## src/rtl/kypd_pkg.sv

```systemverilog
// Shared definitions for the PMOD keypad emulator: active-low matrix codes,
// key-to-position mapping and FSM state encoding.
package kypd_pkg;

    localparam logic [3:0] COL0 = 4'b0111;
    localparam logic [3:0] COL1 = 4'b1011;
    localparam logic [3:0] COL2 = 4'b1101;
    localparam logic [3:0] COL3 = 4'b1110;

    localparam logic [3:0] ROW0 = 4'b0111;
    localparam logic [3:0] ROW1 = 4'b1011;
    localparam logic [3:0] ROW2 = 4'b1101;
    localparam logic [3:0] ROW3 = 4'b1110;

    localparam logic [3:0] ROW_NONE = 4'b1111;

    typedef enum logic [1:0] {
        ST_IDLE,
        ST_PRESS,
        ST_GAP
    } kypd_state_e;

    typedef struct packed {
        logic [3:0] col;
        logic [3:0] row;
    } kypd_pos_t;

    // Physical PMOD layout: columns 1-2-3-A, rows top to bottom.
    function automatic kypd_pos_t key_to_pos(input logic [3:0] key);
        kypd_pos_t p;
        case (key)
            4'h1: p = '{col: COL0, row: ROW0};
            4'h4: p = '{col: COL0, row: ROW1};
            4'h7: p = '{col: COL0, row: ROW2};
            4'h0: p = '{col: COL0, row: ROW3};
            4'h2: p = '{col: COL1, row: ROW0};
            4'h5: p = '{col: COL1, row: ROW1};
            4'h8: p = '{col: COL1, row: ROW2};
            4'hF: p = '{col: COL1, row: ROW3};
            4'h3: p = '{col: COL2, row: ROW0};
            4'h6: p = '{col: COL2, row: ROW1};
            4'h9: p = '{col: COL2, row: ROW2};
            4'hE: p = '{col: COL2, row: ROW3};
            4'hA: p = '{col: COL3, row: ROW0};
            4'hB: p = '{col: COL3, row: ROW1};
            4'hC: p = '{col: COL3, row: ROW2};
            default: p = '{col: COL3, row: ROW3}; // key D
        endcase
        return p;
    endfunction

endpackage

```

## src/rtl/kypd_key_fifo.sv

```systemverilog
// Small synchronous FIFO buffering queued key codes; DEPTH must be a power of two.
module kypd_key_fifo
#(
    parameter int DEPTH = 4,
    parameter int W     = 4
)
(
    input  logic         clk,
    input  logic         rst,
    input  logic         push_i,
    input  logic [W-1:0] data_i,
    input  logic         pop_i,
    output logic [W-1:0] data_o,
    output logic         full_o,
    output logic         empty_o
);
    localparam int AW = $clog2(DEPTH);
    localparam logic [AW:0] FULL_CNT = (AW+1)'(DEPTH);

    logic [W-1:0]  mem_q [DEPTH];
    logic [AW-1:0] wr_ptr_q;
    logic [AW-1:0] rd_ptr_q;
    logic [AW:0]   count_q;
    logic          do_push;
    logic          do_pop;

    assign full_o  = (count_q == FULL_CNT);
    assign empty_o = (count_q == '0);
    assign data_o  = mem_q[rd_ptr_q];
    assign do_push = push_i && !full_o;
    assign do_pop  = pop_i && !empty_o;

    always_ff @(posedge clk) begin
        if (rst) begin
            wr_ptr_q <= '0;
            rd_ptr_q <= '0;
            count_q  <= '0;
        end else begin
            if (do_push) begin
                mem_q[wr_ptr_q] <= data_i;
                wr_ptr_q        <= wr_ptr_q + 1'b1;
            end
            if (do_pop) begin
                rd_ptr_q <= rd_ptr_q + 1'b1;
            end
            // Simultaneous push and pop leave occupancy unchanged.
            case ({do_push, do_pop})
                2'b10:   count_q <= count_q + 1'b1;
                2'b01:   count_q <= count_q - 1'b1;
                default: count_q <= count_q;
            endcase
        end
    end

endmodule

```

## src/rtl/kypd_emulator.sv

```systemverilog
// PMOD 4x4 keypad emulator: replays queued key codes as timed presses by
// answering the scanner's column strobes on the Row lines.
module kypd_emulator
    import kypd_pkg::*;
#(
    parameter int HOLD_CYCLES = 1000000,
    parameter int GAP_CYCLES  = 500000,
    parameter int FIFO_DEPTH  = 4
)
(
    input  logic       clk,
    input  logic       rst,
    input  logic [3:0] Col,
    output logic [3:0] Row,
    input  logic [3:0] key_in,
    input  logic       key_valid,
    output logic       key_ready,
    output logic       pressed,
    output logic       busy
);
    localparam int MAX_CYC = (HOLD_CYCLES > GAP_CYCLES) ? HOLD_CYCLES : GAP_CYCLES;
    localparam int CW      = $clog2(MAX_CYC + 1);
    localparam logic [CW-1:0] HOLD_LOAD = CW'(HOLD_CYCLES - 1);
    localparam logic [CW-1:0] GAP_LOAD  = CW'(GAP_CYCLES - 1);

    kypd_state_e   state_q;
    logic [CW-1:0] cnt_q;
    logic [3:0]    cur_key_q;
    logic          pressed_q;
    logic [3:0]    row_q;
    logic [3:0]    row_d;
    kypd_pos_t     cur_pos;

    logic          fifo_full;
    logic          fifo_empty;
    logic          fifo_pop;
    logic [3:0]    fifo_data;

    assign fifo_pop = (state_q == ST_IDLE) && !fifo_empty;

    kypd_key_fifo #(
        .DEPTH (FIFO_DEPTH),
        .W     (4)
    ) u_fifo (
        .clk     (clk),
        .rst     (rst),
        .push_i  (key_valid),
        .data_i  (key_in),
        .pop_i   (fifo_pop),
        .data_o  (fifo_data),
        .full_o  (fifo_full),
        .empty_o (fifo_empty)
    );

    always_ff @(posedge clk) begin
        if (rst) begin
            state_q   <= ST_IDLE;
            cnt_q     <= '0;
            cur_key_q <= '0;
            pressed_q <= 1'b0;
        end else begin
            case (state_q)
                ST_IDLE: begin
                    if (!fifo_empty) begin
                        cur_key_q <= fifo_data;
                        cnt_q     <= HOLD_LOAD;
                        pressed_q <= 1'b1;
                        state_q   <= ST_PRESS;
                    end
                end
                ST_PRESS: begin
                    if (cnt_q == '0) begin
                        cnt_q     <= GAP_LOAD;
                        pressed_q <= 1'b0;
                        state_q   <= ST_GAP;
                    end else begin
                        cnt_q <= cnt_q - 1'b1;
                    end
                end
                ST_GAP: begin
                    if (cnt_q == '0) begin
                        state_q <= ST_IDLE;
                    end else begin
                        cnt_q <= cnt_q - 1'b1;
                    end
                end
                default: begin
                    state_q   <= ST_IDLE;
                    pressed_q <= 1'b0;
                end
            endcase
        end
    end

    // Only an exact single-column strobe matching the held key gets a response.
    always_comb begin
        cur_pos = key_to_pos(cur_key_q);
        row_d   = ROW_NONE;
        if ((state_q == ST_PRESS) && (Col == cur_pos.col)) begin
            row_d = cur_pos.row;
        end
    end

    always_ff @(posedge clk) begin
        if (rst) begin
            row_q <= ROW_NONE;
        end else begin
            row_q <= row_d;
        end
    end

    assign Row       = row_q;
    assign pressed   = pressed_q;
    assign key_ready = !fifo_full;
    assign busy      = (state_q != ST_IDLE) || !fifo_empty;

endmodule

```

## config.mk

```make
export PLATFORM = sky130hd
export DESIGN_NAME = kypd_emulator
export DESIGN_NICKNAME = d
export VERILOG_FILES = /design/src/rtl/kypd_pkg.sv /design/src/rtl/kypd_key_fifo.sv /design/src/rtl/kypd_emulator.sv
export SDC_FILE = /design/constraint.sdc
export NUM_CORES = 1
export LEC_CHECK = 0
export ABC_AREA = 1
export BUFFER_PORTS_ARGS = -buffer_cell sky130_fd_sc_hd__buf_2
export CORE_MARGIN = 5
export CORE_UTILIZATION = 38
export CTS_CLUSTER_DIAMETER = 30
export DETAILED_ROUTE_END_ITERATION = 16
export GPL_TIMING_DRIVEN = 0
export SKIP_CTS_REPAIR_TIMING = 1
export SYNTH_ARGS = -nofsm -noshare
export SYNTH_HDL_FRONTEND = slang
export SYNTH_SLANG_ARGS = --single-unit
```

## constraint.sdc

```tcl
create_clock -name clk -period 2.9 [get_ports clk]
set_clock_uncertainty 0.05 [all_clocks]
set_input_delay 0.29 -clock clk [delete_from_list [all_inputs] [get_ports clk]]
set_output_delay 0.29 -clock clk [all_outputs]
set_load 0.05 [all_outputs]
```

== Yosys cells after proc, flatten, opt, wreduce, memory -nomap -nowiden ==
Memories as Yosys holds them, arrays and structs flattened. A register that Yosys moved wholly into a read port is not among the register bits.
Cells that the tools add are included.
W data, S select, Z words.

* Flip-flop bits (word level): 34
* Bits in latches: 0
* Bits in writable memories: 16
* ROM bits: 128
* Input port bits: 11
* Output and inout port bits: 7
* Logic and storage cells: 60
* Memories kept: 2

{| class="wikitable"
|+ Memory list
! memory !! depth !! bits a word !! rd ports !! clocked after Yosys merged registers in !! write ports !! RTL line !! source
|-
| (name not given) || 16 || 8 || 1 || 0 || 0 || kypd_pkg.sv:31 || <nowiki>case (key)</nowiki>
|-
| u_fifo.mem_q || 4 || 4 || 1 || 1 || 1 || kypd_key_fifo.sv:20 || <nowiki>logic [W-1:0] mem_q [DEPTH];</nowiki>
|}

* Add/sub/neg operators: 5
* Multipliers: 0
* Div/mod/pow operators: 0
* Order comparisons: 0
* Eq/ne operators: 10
* Shift operators: 0
* Multiplexer cells: 15
* Bitwise gates (word level): 3
* Reductions and logical operators: 18

{| class="wikitable"
|+ Operator list
! kind !! count
|-
| $mux W20 || 3
|-
| $pmux W20 S3 || 1
|-
| $logic_not A20 Y1 || 1
|-
| $sub A20 B1 Y20 const B || 1
|-
| $reduce_and A3 Y1 || 3
|-
| $ne A2 B2 Y1 const B || 4
|-
| $mux W2 || 3
|-
| $pmux W2 S3 || 1
|-
| $pmux W3 S2 || 1
|-
| $mux W1 || 5
|-
| $add A2 B1 Y2 const B || 2
|-
| $eq A2 B1 Y1 const B || 2
|-
| $eq A2 B2 Y1 const B || 2
|-
| $eq A4 B4 Y1 || 1
|-
| $logic_and A1 B1 Y1 || 4
|-
| $reduce_bool A2 Y1 || 2
|-
| $add A3 B1 Y3 const B || 1
|-
| $eq A3 B3 Y1 const B || 1
|-
| $logic_not A3 Y1 || 1
|-
| $not A1 Y1 || 3
|-
| $pmux W1 S3 || 1
|-
| $reduce_bool A3 Y1 || 1
|-
| $sub A3 B1 Y3 const B || 1
|-
| $logic_not A1 Y1 || 2
|-
| 4 further kinds || 4
|}

== Logic depth before layout (Yosys ltp) ==
* Depth after elaboration: 6
* Mapped depth: 14
* Depth with buffers taken out: 12

== Modules after synthesis ==
A second synthesis with hierarchy kept.

* Cells, all modules: 459
* Area total of the unflattened synthesis: 3432.0 um2

{| class="wikitable"
|+ By module, submodules not included
! module !! times used !! cells each !! area an instance (um2) !! seq. area each (um2)
|-
| kypd_emulator || 1 || 349 || 2308.5 || 780.7
|-
| kypd_key_fifo || 1 || 110 || 1123.6 || 660.6
|}

== Worst setup path before layout ==
Ideal clock, no wire load.

* Path type: reg-to-reg
* Start: reg u_fifo.count_q[0]
* End: reg u_fifo.count_q[2]
* Library setup time: 0.122 ns
* Arrival: 2.125 ns
* Required time: 2.728 ns
* Slack: 0.602 ns
* Stages on the path, launching flop included: 11
* Path buffers: 0
* Clock period less this slack: 2.298 ns
* Cells stage by stage: dfxtp_1 inv_1 nand3_1 nand2_1 ha_1 inv_1 fa_1 a21oi_1 o21ai_0 o21ai_0 a21oi_1

* Elaborated cells on any way between the ends: 13
* Those cells by class: 2 x add/sub; 3 x eq/ne; 1 x mux; 7 x reduce/logical

{| class="wikitable"
|+ RTL lines
! element !! RTL line !! source
|-
| start: declaration || kypd_key_fifo.sv:23 || <nowiki>logic [AW:0] count_q;</nowiki>
|-
| start signal: assignment || kypd_key_fifo.sv:48 || <nowiki>2'b10: count_q <= count_q + 1'b1;</nowiki>
|-
| start signal: assignment || kypd_key_fifo.sv:49 || <nowiki>2'b01: count_q <= count_q - 1'b1;</nowiki>
|-
| start signal: assignment || kypd_key_fifo.sv:50 || <nowiki>default: count_q <= count_q;</nowiki>
|-
| $eq A3 B3 Y1 * || kypd_key_fifo.sv:27 || <nowiki>assign full_o = (count_q == FULL_CNT);</nowiki>
|-
| $logic_not A1 Y1 * || -- ||
|-
| net key_ready || kypd_emulator.sv:17 || <nowiki>output logic key_ready,</nowiki>
|-
| $logic_and A1 B1 Y1 * || kypd_key_fifo.sv:30 || <nowiki>assign do_push = push_i && !full_o;</nowiki>
|-
| $eq A2 B1 Y1 or $eq A2 B2 Y1 (tied branches) || kypd_key_fifo.sv:47 || <nowiki>case ({do_push, do_pop})</nowiki>
|-
| $pmux W3 S2 or $reduce_bool A2 Y1 (tied branches) || -- ||
|}

Mark *: on every way through the listed nets, which the timed path passes. The rest lies on a longest branch.
A chain may end at the register's enable or synchronous reset.

== Worst setup path after layout ==
* Start: reg state_q[0]
* End: reg u_fifo.count_q[2]

* Word-level cells in the longest chain between the ends: 5
* Elaborated cells on any way between the ends: 7
* Those cells by class: 2 x eq/ne; 1 x mux; 4 x reduce/logical

{| class="wikitable"
|+ RTL lines
! element !! RTL line !! source
|-
| start: declaration || kypd_emulator.sv:26 || <nowiki>kypd_state_e state_q;</nowiki>
|-
| start signal: assignment || kypd_emulator.sv:57 || <nowiki>state_q <= ST_IDLE;</nowiki>
|-
| start signal: assignment || kypd_emulator.sv:68 || <nowiki>state_q <= ST_PRESS;</nowiki>
|-
| start signal: assignment || kypd_emulator.sv:75 || <nowiki>state_q <= ST_GAP;</nowiki>
|-
| $logic_not A2 Y1 * || kypd_emulator.sv:39 || <nowiki>assign fifo_pop = (state_q == ST_IDLE) && !fifo_empty;</nowiki>
|-
| $logic_and A1 B1 Y1 * || kypd_emulator.sv:39 ||
|-
| net fifo_pop || kypd_emulator.sv:36 || <nowiki>logic fifo_pop;</nowiki>
|-
| $logic_and A1 B1 Y1 * || kypd_key_fifo.sv:31 || <nowiki>assign do_pop = pop_i && !empty_o;</nowiki>
|-
| $eq A2 B1 Y1 or $eq A2 B2 Y1 (tied branches) || kypd_key_fifo.sv:47 ||
|-
| $pmux W3 S2 or $reduce_bool A2 Y1 (tied branches) || -- ||
|}

Marks and branches as above.

==> summary.md <==
| Metric | Value |
|---|---|
| Status | finished, final reports clean |
| Gr ovfl total | 0 |
| DP Area | 3352 sq um |
| Max VDD drop | 0.0004330 V |
| CTS buffer count | 5 |
| Crit start category | flip-flop |
| Fin. Hold Viols | 0 |
| CTS Sinks | 54 |
| Hold Path Class | primary input to flip-flop |
| Fmax | 398.3 MHz |
| Top cells by area, synth | dfxtp_1 24%, edfxtp_1 15%, nor2_1 9.4% |
| WL per Instance | 11.96 um |
| Share of layout cells above drive strength 1 | 12.61% |
| PwrDens | 1079 nW/um^2 |
| Slew HR | 68.55% |
| Antenna violations before repair | 0 |
| Post-layout util | 42.41% |
| Layout area overhead | 9.841% |
| Worst slew pin tran | 0.4717 ns |
| Vias per inst | 4.792 |
| CP max stage cell | fa_1 |
| Core area | 8134 sq um |
| DRC Markers | 0 |
| Top Ports | 18 |
| M1 GR Usage | 18.15% |
| Max-slew violation count | 0 |
| WP data required | 3.05 ns |
| Clk root buf | clkbuf_8 |
| Post-DRT Antenna Nets | 0 |
| Initial Utilization | 38.61% |
| Clk buf depth | 2 |
| Clock Latency Late Sink | 0.31 ns |
| Met2 Use GR | 22.84% |
| Ys Warns | 0 |
| Mapped Nets | 446 |
| Met3 Track Usage GR | 2.284% |
| Setup TNS Final | 0 ns |
| Top Usage Layer GRT | met2 |
| HPWL after detailed placement | 5093 um |
| Max H-tree Level | 2 |
| # rows | 33 |
| Cell Area, Synth | 3141 sq um |
| Clk pin slew, worst setup/hold paths | 0.11 ns |
| First-pass GRT wire length | 11210 um |
| Critical path's largest stage delay | 0.38 ns |
| Iteration-0 DRC Markers | 120 |
| Final WS setup | 0.3893 ns |
| Seq/Total Area, Yosys | 39.52% |
| MaxCap Viol Count | 0 |
| Yosys reg bits | 54 |
| Final instance area | 3450 sq um |
| Place WS | 0.3752 ns |
| RD Place Congestion | 0.8318 |
| Die Span Y | 100.9 um |
| Critical path endpoint category | flip-flop |
| Min cycle time layout | 2.511 ns |
| Avg Synthesized Cell Area | 7.477 sq um |
| LEAKAGE | 1.433 nW |
| # diodes | 0 |
| Largest net degree at the start of global routing | 20 |
| CP Cell Sequence | inv_1, ha_1, inv_1, nor2_1, clkbuf_1, ha_1, inv_1, fa_1, a21oi_1, o21ai_0, o21ai_0, a21oi_1 |
| Worst Path Max Fanout | 10 |
| Crit-path most repeated cell | inv_1 |
| Area fraction of the dominant cell type after synthesis | 24.22% |
| TritonCTS clock tree | done |
| Mapped Cells | 420 |
| Die width | 100.9 um |
| CP arrival | 2.67 ns |
| Die area | 10180 sq um |
| Port Buffers | 16 |
| Library cells used by synthesis | 33 |
| Vias in the first global route | 2460 |
| Largest area contributor in the netlist | dfxtp_1 |
| Unrepaired setup endpoints after global routing | no |
| WS Path Type | flip-flop to flip-flop |
| Final #Nets | 469 |
| Drt total wl | 6568 um |
| Gr usage total | 13.41% |
| Vias | 2631 |
| DRT Pass-1 Iters | 4 |
| Final Cycle Share | 86.58% |
| Final setup fails | 0 |
[synth_stat cells]
cell type  instances
o21bai_1           1
nor2_1            79
nor2_2             6
nand2_1           70
a21oi_1           18
nor3_2             1
nand3_2            3
nor3_1             3
o211ai_1           2
nor3_4             1
buf_1              1
nand4_4            1
edfxtp_1          16
xor2_1             6
xnor2_1            4
inv_2              2
fa_1               1
ha_1              14
nor2_4             6
nand3_1           26
buf_6              3
inv_1             51
o22ai_1            2
dfxtp_1           38
nand2_2            3
a31oi_1            6
nand3b_1           1
o221ai_1           1
o21ai_0           37
buf_2              3
nand2_4            3
nand4_1            8
clkbuf_1           3
[stage by stage]
stage | instances | total power [mW] | hold slack (ns)
after floorplan | 420 | 2.827 | 0.3389
after global placement | 541 | 3.236 | 0.4045
after detailed placement | 541 | 3.276 | 0.4141
after CTS | 549 | 3.747 | 0.1386
after global routing | 549 | 4.087 | 0.1346
final | 549 | 3.720 | 0.1404
[cells by family (layout without fill, tap and decap cells)]
group | Yosys count | after routing | synth area share [%]
simple gates | 211 | 211 | 31.75
buf+inv | 63 | 87 | 8.366
fa+ha+maj | 15 | 15 | 6.215
compound gates | 67 | 67 | 11.35
flops | 54 | 54 | 39.52
xor+xnor | 10 | 10 | 2.789
[critical path: cells and delay by family (launching register included)]
kind | cells | cell delay (ns)
adder cells (fa/ha/maj) | 3 | 0.81
buffers and inverters | 4 | 0.57
AO/OA/AOI/OAI | 4 | 0.45
flip-flops | 1 | 0.34
AND/OR/NAND/NOR | 1 | 0.19
[flip-flops by register name, indices dropped and copies added, names as in the netlist]
signal and count:
pressed 1, u_fifo.rd_ptr_q 2, state_q 2, u_fifo.count_q 3, u_fifo.wr_ptr_q 2, cnt_q 20, u_fifo.mem_q 16, Row 4
cur_key_q 4
[report_power, final]
part           leakage, nW  internal, mW  switching [mW]
logic                0.924         0.719            1.40
clock network       0.0506         0.182           0.281
registers            0.458         0.962           0.176
[cell usage in the layout (no fill, tap or decap), types with 3 or more instances in the layout]
| cell type | instances |
|---|---|
| clkbuf_1 | 3 |
| xor2_1 | 6 |
| nand3_1 | 26 |
| buf_2 | 19 |
| nand2_4 | 3 |
| nor2_1 | 79 |
| nand2_2 | 3 |
| dfxtp_1 | 38 |
| nor2_2 | 6 |
| buf_6 | 3 |
| inv_1 | 51 |
| xnor2_1 | 4 |
| clkbuf_8 | 5 |
| nor3_1 | 3 |
| ha_1 | 14 |
| nand4_1 | 8 |
| a21oi_1 | 18 |
| edfxtp_1 | 16 |
| nand3_2 | 3 |
| nor2_4 | 6 |
| nand2_1 | 70 |
| a31oi_1 | 6 |
| o21ai_0 | 37 |
[layout make-up]
cell class,instances,area [sq um]
Buffer,10,63.81
Clock buffer,5,68.82
Clock inverter,3,28.78
Fill cell,850,4684
Inverter,53,198.9
Multi-Input combinational cell,303,1637
Sequential cell,54,1241
Tap cell,105,131.4
Timing Repair Buffer,16,80.08
[worst paths after layout]
kind,from,end,slack [ns],depth (start not counted)
min reg2reg,pressed,pressed,0.42,2
min,key_in[1],u_fifo.mem_q[0][1],0.14,1
max reg2reg,state_q[0],u_fifo.count_q[2],0.39,12
max,state_q[0],u_fifo.count_q[2],0.39,12
[metal layers]
| metal | part of all wire [%] | wire length, um |
|---|---|---|
| met1 | 50 | 3284 |
| met2 | 47 | 3077 |
| met3 | 3.0 | 200 |
| met4 | 0.091 | 6 |
| met5 | 0 | 0 |
(Power assumes the default switching activity.)
